## src/rtl/mult_pkg.sv

```systemverilog
// Shared types and constants for the serial partial-product accumulator.
package mult_pkg;

  typedef enum logic [1:0] {IDLE, ADD, OUT} acc_state_t;

  localparam int unsigned DIGIT_W = 2;

endpackage

```

## src/rtl/cla.sv

```systemverilog
// 2-bit carry-lookahead adder slice.
module cla (
  input  logic a0,
  input  logic a1,
  input  logic b0,
  input  logic b1,
  input  logic cin,
  output logic s0,
  output logic s1,
  output logic cout
);

  logic g0, g1, p0, p1, c1;

  // Generate/propagate terms and lookahead carries
  assign g0   = a0 & b0;
  assign g1   = a1 & b1;
  assign p0   = a0 ^ b0;
  assign p1   = a1 ^ b1;
  assign c1   = g0 | (p0 & cin);
  assign cout = g1 | (p1 & g0) | (p1 & p0 & cin);
  assign s0   = p0 ^ cin;
  assign s1   = p1 ^ c1;

endmodule

```

## src/rtl/pp_serial_accumulator.sv

```systemverilog
// Digit-serial accumulator: adds shifted partial products 2 bits per cycle
// through one cla slice and presents the wrapped sum on a valid/ready port.
// Optional macro PP_ACC_OVF_FLAG_EN adds a sticky prod_ovf output.
module pp_serial_accumulator
  import mult_pkg::*;
#(
  parameter int unsigned WIDTH = 16
) (
  input  logic             clk,
  input  logic             reset,
  input  logic [WIDTH-1:0] pp_data,
  input  logic             pp_valid,
  input  logic             pp_last,
  output logic             pp_ready,
  output logic [WIDTH-1:0] prod_data,
  output logic             prod_valid,
`ifdef PP_ACC_OVF_FLAG_EN
  output logic             prod_ovf,
`endif
  input  logic             prod_ready
);

  localparam int unsigned DIGITS = WIDTH / DIGIT_W;
  localparam int unsigned K_W    = $clog2(DIGITS);

  // Elaboration-time parameter check
  if (((WIDTH % 2) != 0) || (WIDTH < 4)) begin : g_bad_width
    $error("pp_serial_accumulator: WIDTH must be even and >= 4");
  end

  acc_state_t       state_q, state_d;
  logic [WIDTH-1:0] acc_q, acc_d;
  logic [WIDTH-1:0] operand_q, operand_d;
  logic             carry_q, carry_d;
  logic [K_W-1:0]   k_q, k_d;
  logic             last_q, last_d;
  logic             prod_valid_q, prod_valid_d;
  logic             ovf_q, ovf_d;

  logic [DIGIT_W-1:0] a_dig, b_dig, s_dig;
  logic               cout;

  // Select the current digit of acc and operand
  always_comb begin
    a_dig = '0;
    b_dig = '0;
    for (int i = 0; i < int'(DIGITS); i++) begin
      if (k_q == K_W'(i)) begin
        a_dig = acc_q[i*DIGIT_W +: DIGIT_W];
        b_dig = operand_q[i*DIGIT_W +: DIGIT_W];
      end
    end
  end

  cla u_cla (
    .a0   (a_dig[0]),
    .a1   (a_dig[1]),
    .b0   (b_dig[0]),
    .b1   (b_dig[1]),
    .cin  (carry_q),
    .s0   (s_dig[0]),
    .s1   (s_dig[1]),
    .cout (cout)
  );

  // Next-state, digit write-back and handshake control
  always_comb begin
    state_d      = state_q;
    acc_d        = acc_q;
    operand_d    = operand_q;
    carry_d      = carry_q;
    k_d          = k_q;
    last_d       = last_q;
    prod_valid_d = prod_valid_q;
    ovf_d        = ovf_q;
    unique case (state_q)
      IDLE: begin
        if (pp_valid) begin
          state_d   = ADD;
          operand_d = pp_data;
          last_d    = pp_last;
          k_d       = '0;
          carry_d   = 1'b0;
        end
      end
      ADD: begin
        for (int i = 0; i < int'(DIGITS); i++) begin
          if (k_q == K_W'(i)) acc_d[i*DIGIT_W +: DIGIT_W] = s_dig;
        end
        carry_d = cout;
        k_d     = k_q + K_W'(1);
        if (k_q == K_W'(DIGITS - 1)) begin
          k_d          = '0;
          state_d      = last_q ? OUT : IDLE;
          prod_valid_d = last_q;
          if (cout) ovf_d = 1'b1;
        end
      end
      OUT: begin
        if (prod_ready) begin
          state_d      = IDLE;
          acc_d        = '0;
          prod_valid_d = 1'b0;
          ovf_d        = 1'b0;
        end
      end
      default: state_d = IDLE;
    endcase
  end

  // State and datapath registers
  always_ff @(posedge clk) begin
    if (reset) begin
      state_q      <= IDLE;
      acc_q        <= '0;
      operand_q    <= '0;
      carry_q      <= 1'b0;
      k_q          <= '0;
      last_q       <= 1'b0;
      prod_valid_q <= 1'b0;
      ovf_q        <= 1'b0;
    end else begin
      state_q      <= state_d;
      acc_q        <= acc_d;
      operand_q    <= operand_d;
      carry_q      <= carry_d;
      k_q          <= k_d;
      last_q       <= last_d;
      prod_valid_q <= prod_valid_d;
      ovf_q        <= ovf_d;
    end
  end

  assign pp_ready   = (state_q == IDLE);
  assign prod_data  = acc_q;
  assign prod_valid = prod_valid_q;
`ifdef PP_ACC_OVF_FLAG_EN
  assign prod_ovf   = ovf_q;
`else
  logic unused_ovf;
  assign unused_ovf = ovf_q;
`endif

endmodule

```

## config.mk

```make
export PLATFORM = sky130hd
export DESIGN_NAME = pp_serial_accumulator
export DESIGN_NICKNAME = d
export VERILOG_FILES = /design/src/rtl/mult_pkg.sv /design/src/rtl/cla.sv /design/src/rtl/pp_serial_accumulator.sv
export SDC_FILE = /design/constraint.sdc
export NUM_CORES = 1
export LEC_CHECK = 0
export ABC_AREA = 1
export CORE_UTILIZATION = 56
export CTS_CLUSTER_DIAMETER = 30
export DETAILED_ROUTE_END_ITERATION = 12
export MAX_ROUTING_LAYER = met4
export PLACE_DENSITY = 0.82
export SLEW_MARGIN = 40
export SYNTH_ARGS = -nofsm -noshare
export SYNTH_HDL_FRONTEND = slang
export SYNTH_SLANG_ARGS = --single-unit
```

## constraint.sdc

```tcl
create_clock -name clk -period 4.9 [get_ports clk]
set_clock_uncertainty 0.15 [all_clocks]
set_input_delay 0.735 -clock clk [delete_from_list [all_inputs] [get_ports clk]]
set_output_delay 0.735 -clock clk [all_outputs]
set_load 0.01 [all_outputs]
```

# Word level (Yosys, flattened, before mapping)

Index checks and enable logic that the tools add are counted.

Reduce and logical (&&, ||, !) cells: 15
Div/mod/pow operators: 0
Multiplexer cells: 39
Bitwise gates (word level): 13
Eq/ne operators: 19
$lt $le $gt $ge: 0
Multipliers: 0
Shift-type cells: 0
$add $sub $neg: 1

Operators by type and width:

| cell                  | count |
|---|---|
| $mux W2               | 28 |
| $pmux W16 S2          | 1 |
| $reduce_and A3 Y1     | 9 |
| $ne A2 B2 Y1 const B  | 10 |
| $mux W16              | 1 |
| $eq A3 B3 Y1 const B  | 4 |
| $and A1 B1 Y1         | 6 |
| $eq A3 B2 Y1 const B  | 2 |
| $mux W3               | 2 |
| $pmux W2 S3           | 1 |
| $pmux W3 S2           | 1 |
| $pmux W1 S2           | 2 |
| $reduce_and A2 Y1     | 2 |
| $reduce_bool A2 Y1    | 2 |
| $xor A1 B1 Y1         | 4 |
| $add A3 B1 Y3 const B | 1 |
| $eq A3 B1 Y1 const B  | 1 |
| $logic_not A3 Y1      | 1 |
| $mux W1               | 3 |
| $or A1 B1 Y1          | 3 |
| $eq A2 B1 Y1 const B  | 1 |
| $eq A2 B2 Y1 const B  | 1 |
| $logic_not A2 Y1      | 1 |

Output and inout bits: 18
Word-level logic and storage cells: 101
Latch bits: 0
ROM bits: 0
Bits of input ports: 21
Memory bits (writable): 0
Memories: 0
Flip-flop bits (word level): 40

# Logic depth before layout (Yosys ltp)

Depth in word-level cells: 15
Gate-level depth with buffers: 18
Gate-level depth less buffers: 18

# Hierarchy

A second synthesis with hierarchy kept.

Cells, all modules: 308
Area total of the unflattened synthesis: 2145.8 µm²

Modules (own cells, without submodules):

| module                | area an instance (µm²) | seq. area each (µm²) | times used | cells an instance |
|---|---|---|---|---|
| pp_serial_accumulator | 2059.5                 | 800.8                | 1          | 296 |
| cla                   | 86.3                   | 0.0                  | 1          | 12 |

# Least setup slack after synthesis

No wires, ideal clock.

Path kind: register to register
Start point: register k_q[2]
End point: register acc_q[10], in the netlist prod_data[10]
Path buffers: 2
Setup time: 70 ps
Setup slack: 2338 ps
Period minus slack after synthesis: 2562 ps
Data required time: 4680 ps
Stages on the path, launching flop included: 18
Data arrival time: 2342 ps
Cell sequence: dfxtp_1 buf_6 inv_4 ha_1 inv_1 o21ai_0 inv_1 nand2_1 nand2_1 nand2_1 nand2_1 nand2_1 nand2_1 nand2_1 fa_1 or2_2 buf_1 a21oi_1

Cells in the longest elaborated chain, start to end: 13
Elaborated cells between the ends (all ways): 30
Classes of those cells: eq/ne (8); mux (18); bitwise (2); reduce/logical (2)

RTL lines:

| what                     | line                         | RTL |
|---|---|---|
| start: declaration       | pp_serial_accumulator.sv:35  | `logic [K_W-1:0] k_q, k_d;` |
| start signal: assignment | pp_serial_accumulator.sv:127 | `k_q <= k_d;` |
| $logic_not A3 Y1         | pp_serial_accumulator.sv:48  | `if (k_q == K_W'(i)) begin` |
| $mux W2 (8 in series)    | pp_serial_accumulator.sv:48  |  |
| $xor A1 B1 Y1            | cla.sv:18                    | `assign p0 = a0 ^ b0;` |
| $xor A1 B1 Y1            | cla.sv:22                    | `assign s0 = p0 ^ cin;` |
| $mux W2                  | pp_serial_accumulator.sv:88  | `if (k_q == K_W'(i)) acc_d[i*DIGIT_W +: DIGIT_W] = s_dig;` |
| $pmux W16 S2             | pp_serial_accumulator.sv:76  | `unique case (state_q)` |
| end signal: assignment   | pp_serial_accumulator.sv:115 | `acc_q <= '0;` |
| end signal: assignment   | pp_serial_accumulator.sv:124 | `acc_q <= acc_d;` |
| end: declaration         | pp_serial_accumulator.sv:32  | `logic [WIDTH-1:0] acc_q, acc_d;` |

Parallel ways exist; a longest one is shown, timed or not. The select of a mux whose other input is x is not followed.
A chain may end at the register's enable or synchronous reset.

# Worst setup path after layout

Ends and elaborated chain as after synthesis.

==> results.md <==
* Clk sinks at 40
* Final WL at 4990 um
* Max-slew violations at 0
* Clk Latency, worst-skew pair at 0.29 ns
* CTS resizes at 0
* Crit path max fanout at 9
* Critical Path Start Type: flop
* Final nets at 379
* Crit Path Category: flop to flop
* RePlAce Congestion at 0.869
* Fin crit period at 2.96 ns
* CTS clk-pin slew, worst paths at 0.08 ns
* Critical path arrival at 3.03 ns
* Cts hold-fix bufs at 0
* DR vias at 2035
* PortBufs at 38
* Initial antenna violation count at 0
* Synth cell types at 25
* Seq cells post-synth at 40
* Status: complete, no violations
* Cell area after layout at 0.00258 mm2
* Setup crit end kind: flop
* FILL cells at 303
* Clk pwr share at 28.0%
* Starting DRT DRC Count at 166
* Clock root buffer: clkbuf_8
* Combinational cell fraction of total power at 25.1%
* Placement Cell Area at 0.00249 mm2
* Max transition margin at 62.3%
* Worst vdd ir at 0.201 mV
* Leak at 0.00114 uW
* Row cnt at 21
* Commonest non-fill, non-tap cells in the layout: nand2_1, nor2_1, dfxtp_1
* Layout Utilization at 74.5%
* Final ANT Viol Nets at 0
* Vias in the first global route at 1828
* Die Y at 63.3 um
* Commonest non-fill, non-tap cell in the layout: nand2_1
* Part of the cycle the worst path needs at 60.5%
* Setup Fix Bufs, Post-CTS at 0
* First drt pass iteration count at 5
* Worst Hold Class: flop to flop
* Register area share after synthesis at 38.1%
* RSZ-0062 raised after global routing: no
* Final setup TNS at 0 ns
* Area growth from synthesis to layout at 22.9%
* Final Hold Fails at 0
* PD cells at 313 mW/mm2
* Clock Tree Buf Depth at 2
* Worst endpoint required time at 4.97 ns
* Core Area at 0.00347 mm2
* Total CTS buffers at 5
* Pin slew with the least headroom to its limit at 0.564 ns
* IO Pins at 39
* Gr usage total at 27.2%
* Initial Util at 60.6%
* Final setup violation count at 0
* Sw Share at 31.0%
* Mapped Nets at 343
* Synthesized area at 0.00210 mm2
* Total grt overflow at 0
* DRC at 0
* Largest net degree at the start of global routing at 32
* H-tree depth at 2
* Total power at 808 uW
* CTS tree: built
* Gate count of the mapped netlist at 313
* Chip Width at 63.3 um
* Synth warnings at 0
* Placed wire-length estimate at 3620 um
* Highest Clock Rate at 338 MHz
* Die ar. at 0.00400 mm2
* N_diodes at 0
* Vias per cell at 5.14
* WL/cell at 12.6 um
* Switching power total at 251 uW
* Seq pwr share at 46.9%
* Layout cells sized above 1 at 8.00%
* First-pass GRT wire length at 8290 um
* Max-cap violations at 0
* P_int at 557 uW
* Mean Syn Cell Area at 6.71 um2
==> final cells by class <==
type,count,area [um2],share of cell area [%]
Tap cell,46,57.6,2.23
Clock buffer,8,90.1,3.49
Sequential cell,40,801,31.0
Timing Repair Buffer,38,380,14.7
Multi-Input combinational cell,219,1080,41.9
Inverter,45,171,6.64
==> metrics by stage <==
step / hold slack (ns) / setup slack, ns / instances
2_1_floorplan: 0.280 / 2.34 / 313
3_3_place_gp: 0.291 / 2.05 / 388
3_5_place_dp: 0.305 / 1.96 / 388
4_1_cts: 0.316 / 1.94 / 396
5_1_grt: 0.330 / 1.57 / 396
6_report: 0.315 / 1.94 / 396
==> worst max-delay path: stages (launching register included) <==
cell     delay [ns]
dfxtp_1        0.59
inv_4          0.09
ha_1           0.26
inv_1          0.14
o21ai_0        0.11
inv_1          0.06
nand2_1        0.05
nand2_1        0.06
nand2_1        0.07
nand2_1        0.07
nand2_1        0.06
nand2_1        0.06
nand2_1        0.07
fa_1           0.44
or2_2          0.41
a21oi_1        0.19
==> layer usage <==
layer  wire length, um  part of all wire (%)  global-route usage [%]
met3               271                   5.4                    4.89
met4                22                  0.44                    7.39
met2              2300                    46                    44.4
met5                 0                     0                       -
met1              2390                    48                    34.3
==> state kept, by name (all words and copies together) (netlist names) <==
name	cells
operand_q	16
prod_data	16
k_q	3
state_q	2
carry_q	1
last_q	1
prod_valid	1
==> cells in the mapped netlist <==
cell type | count | area, um2
ha_1 | 8 | 100
buf_6 | 1 | 11.3
nor2_2 | 2 | 12.5
inv_2 | 4 | 15.0
nand3_1 | 8 | 40.0
buf_2 | 3 | 15.0
inv_1 | 40 | 150
buf_1 | 1 | 3.75
nor2_1 | 58 | 218
dfxtp_1 | 40 | 801
nor2_4 | 2 | 22.5
or2_2 | 2 | 12.5
nand2_1 | 60 | 225
nand2_2 | 2 | 12.5
a211oi_1 | 1 | 7.51
a21oi_1 | 25 | 125
clkbuf_1 | 3 | 11.3
clkbuf_2 | 1 | 5.00
nand2_4 | 2 | 22.5
fa_1 | 1 | 20.0
o21ai_1 | 7 | 35.0
o21ai_0 | 34 | 170
inv_4 | 1 | 6.26
a31oi_1 | 1 | 6.26
a21oi_2 | 6 | 52.6
==> power groups by stage <==
stage               Clock [uW]  Combinational (uW)  Sequential, uW
floorplan                    0                 119             387
global placement             0                 198             386
detailed placement           0                 201             386
CTS                        227                 202             378
global route               240                 229             382
finish                     226                 203             379
==> kinds of logic (layout without fill, tap and decap cells) <==
group | count (synthesis) | in the layout | share of synthesized area (%)
compound gates | 74 | 74 | 18.9
flops | 40 | 40 | 38.1
fa+ha+maj | 9 | 9 | 5.72
simple gates | 136 | 136 | 26.9
buf+inv | 54 | 91 | 10.4
==> path summary, 6_finish.rpt <==
check,startpoint,to,slack [ns],cells after the start
max,k_q[2],prod_data[10],1.94,15
min,operand_q[0],operand_q[0],0.31,2
max reg2reg,k_q[2],prod_data[10],1.94,15
min reg2reg,operand_q[0],operand_q[0],0.31,2
(Power assumes the default switching activity.)
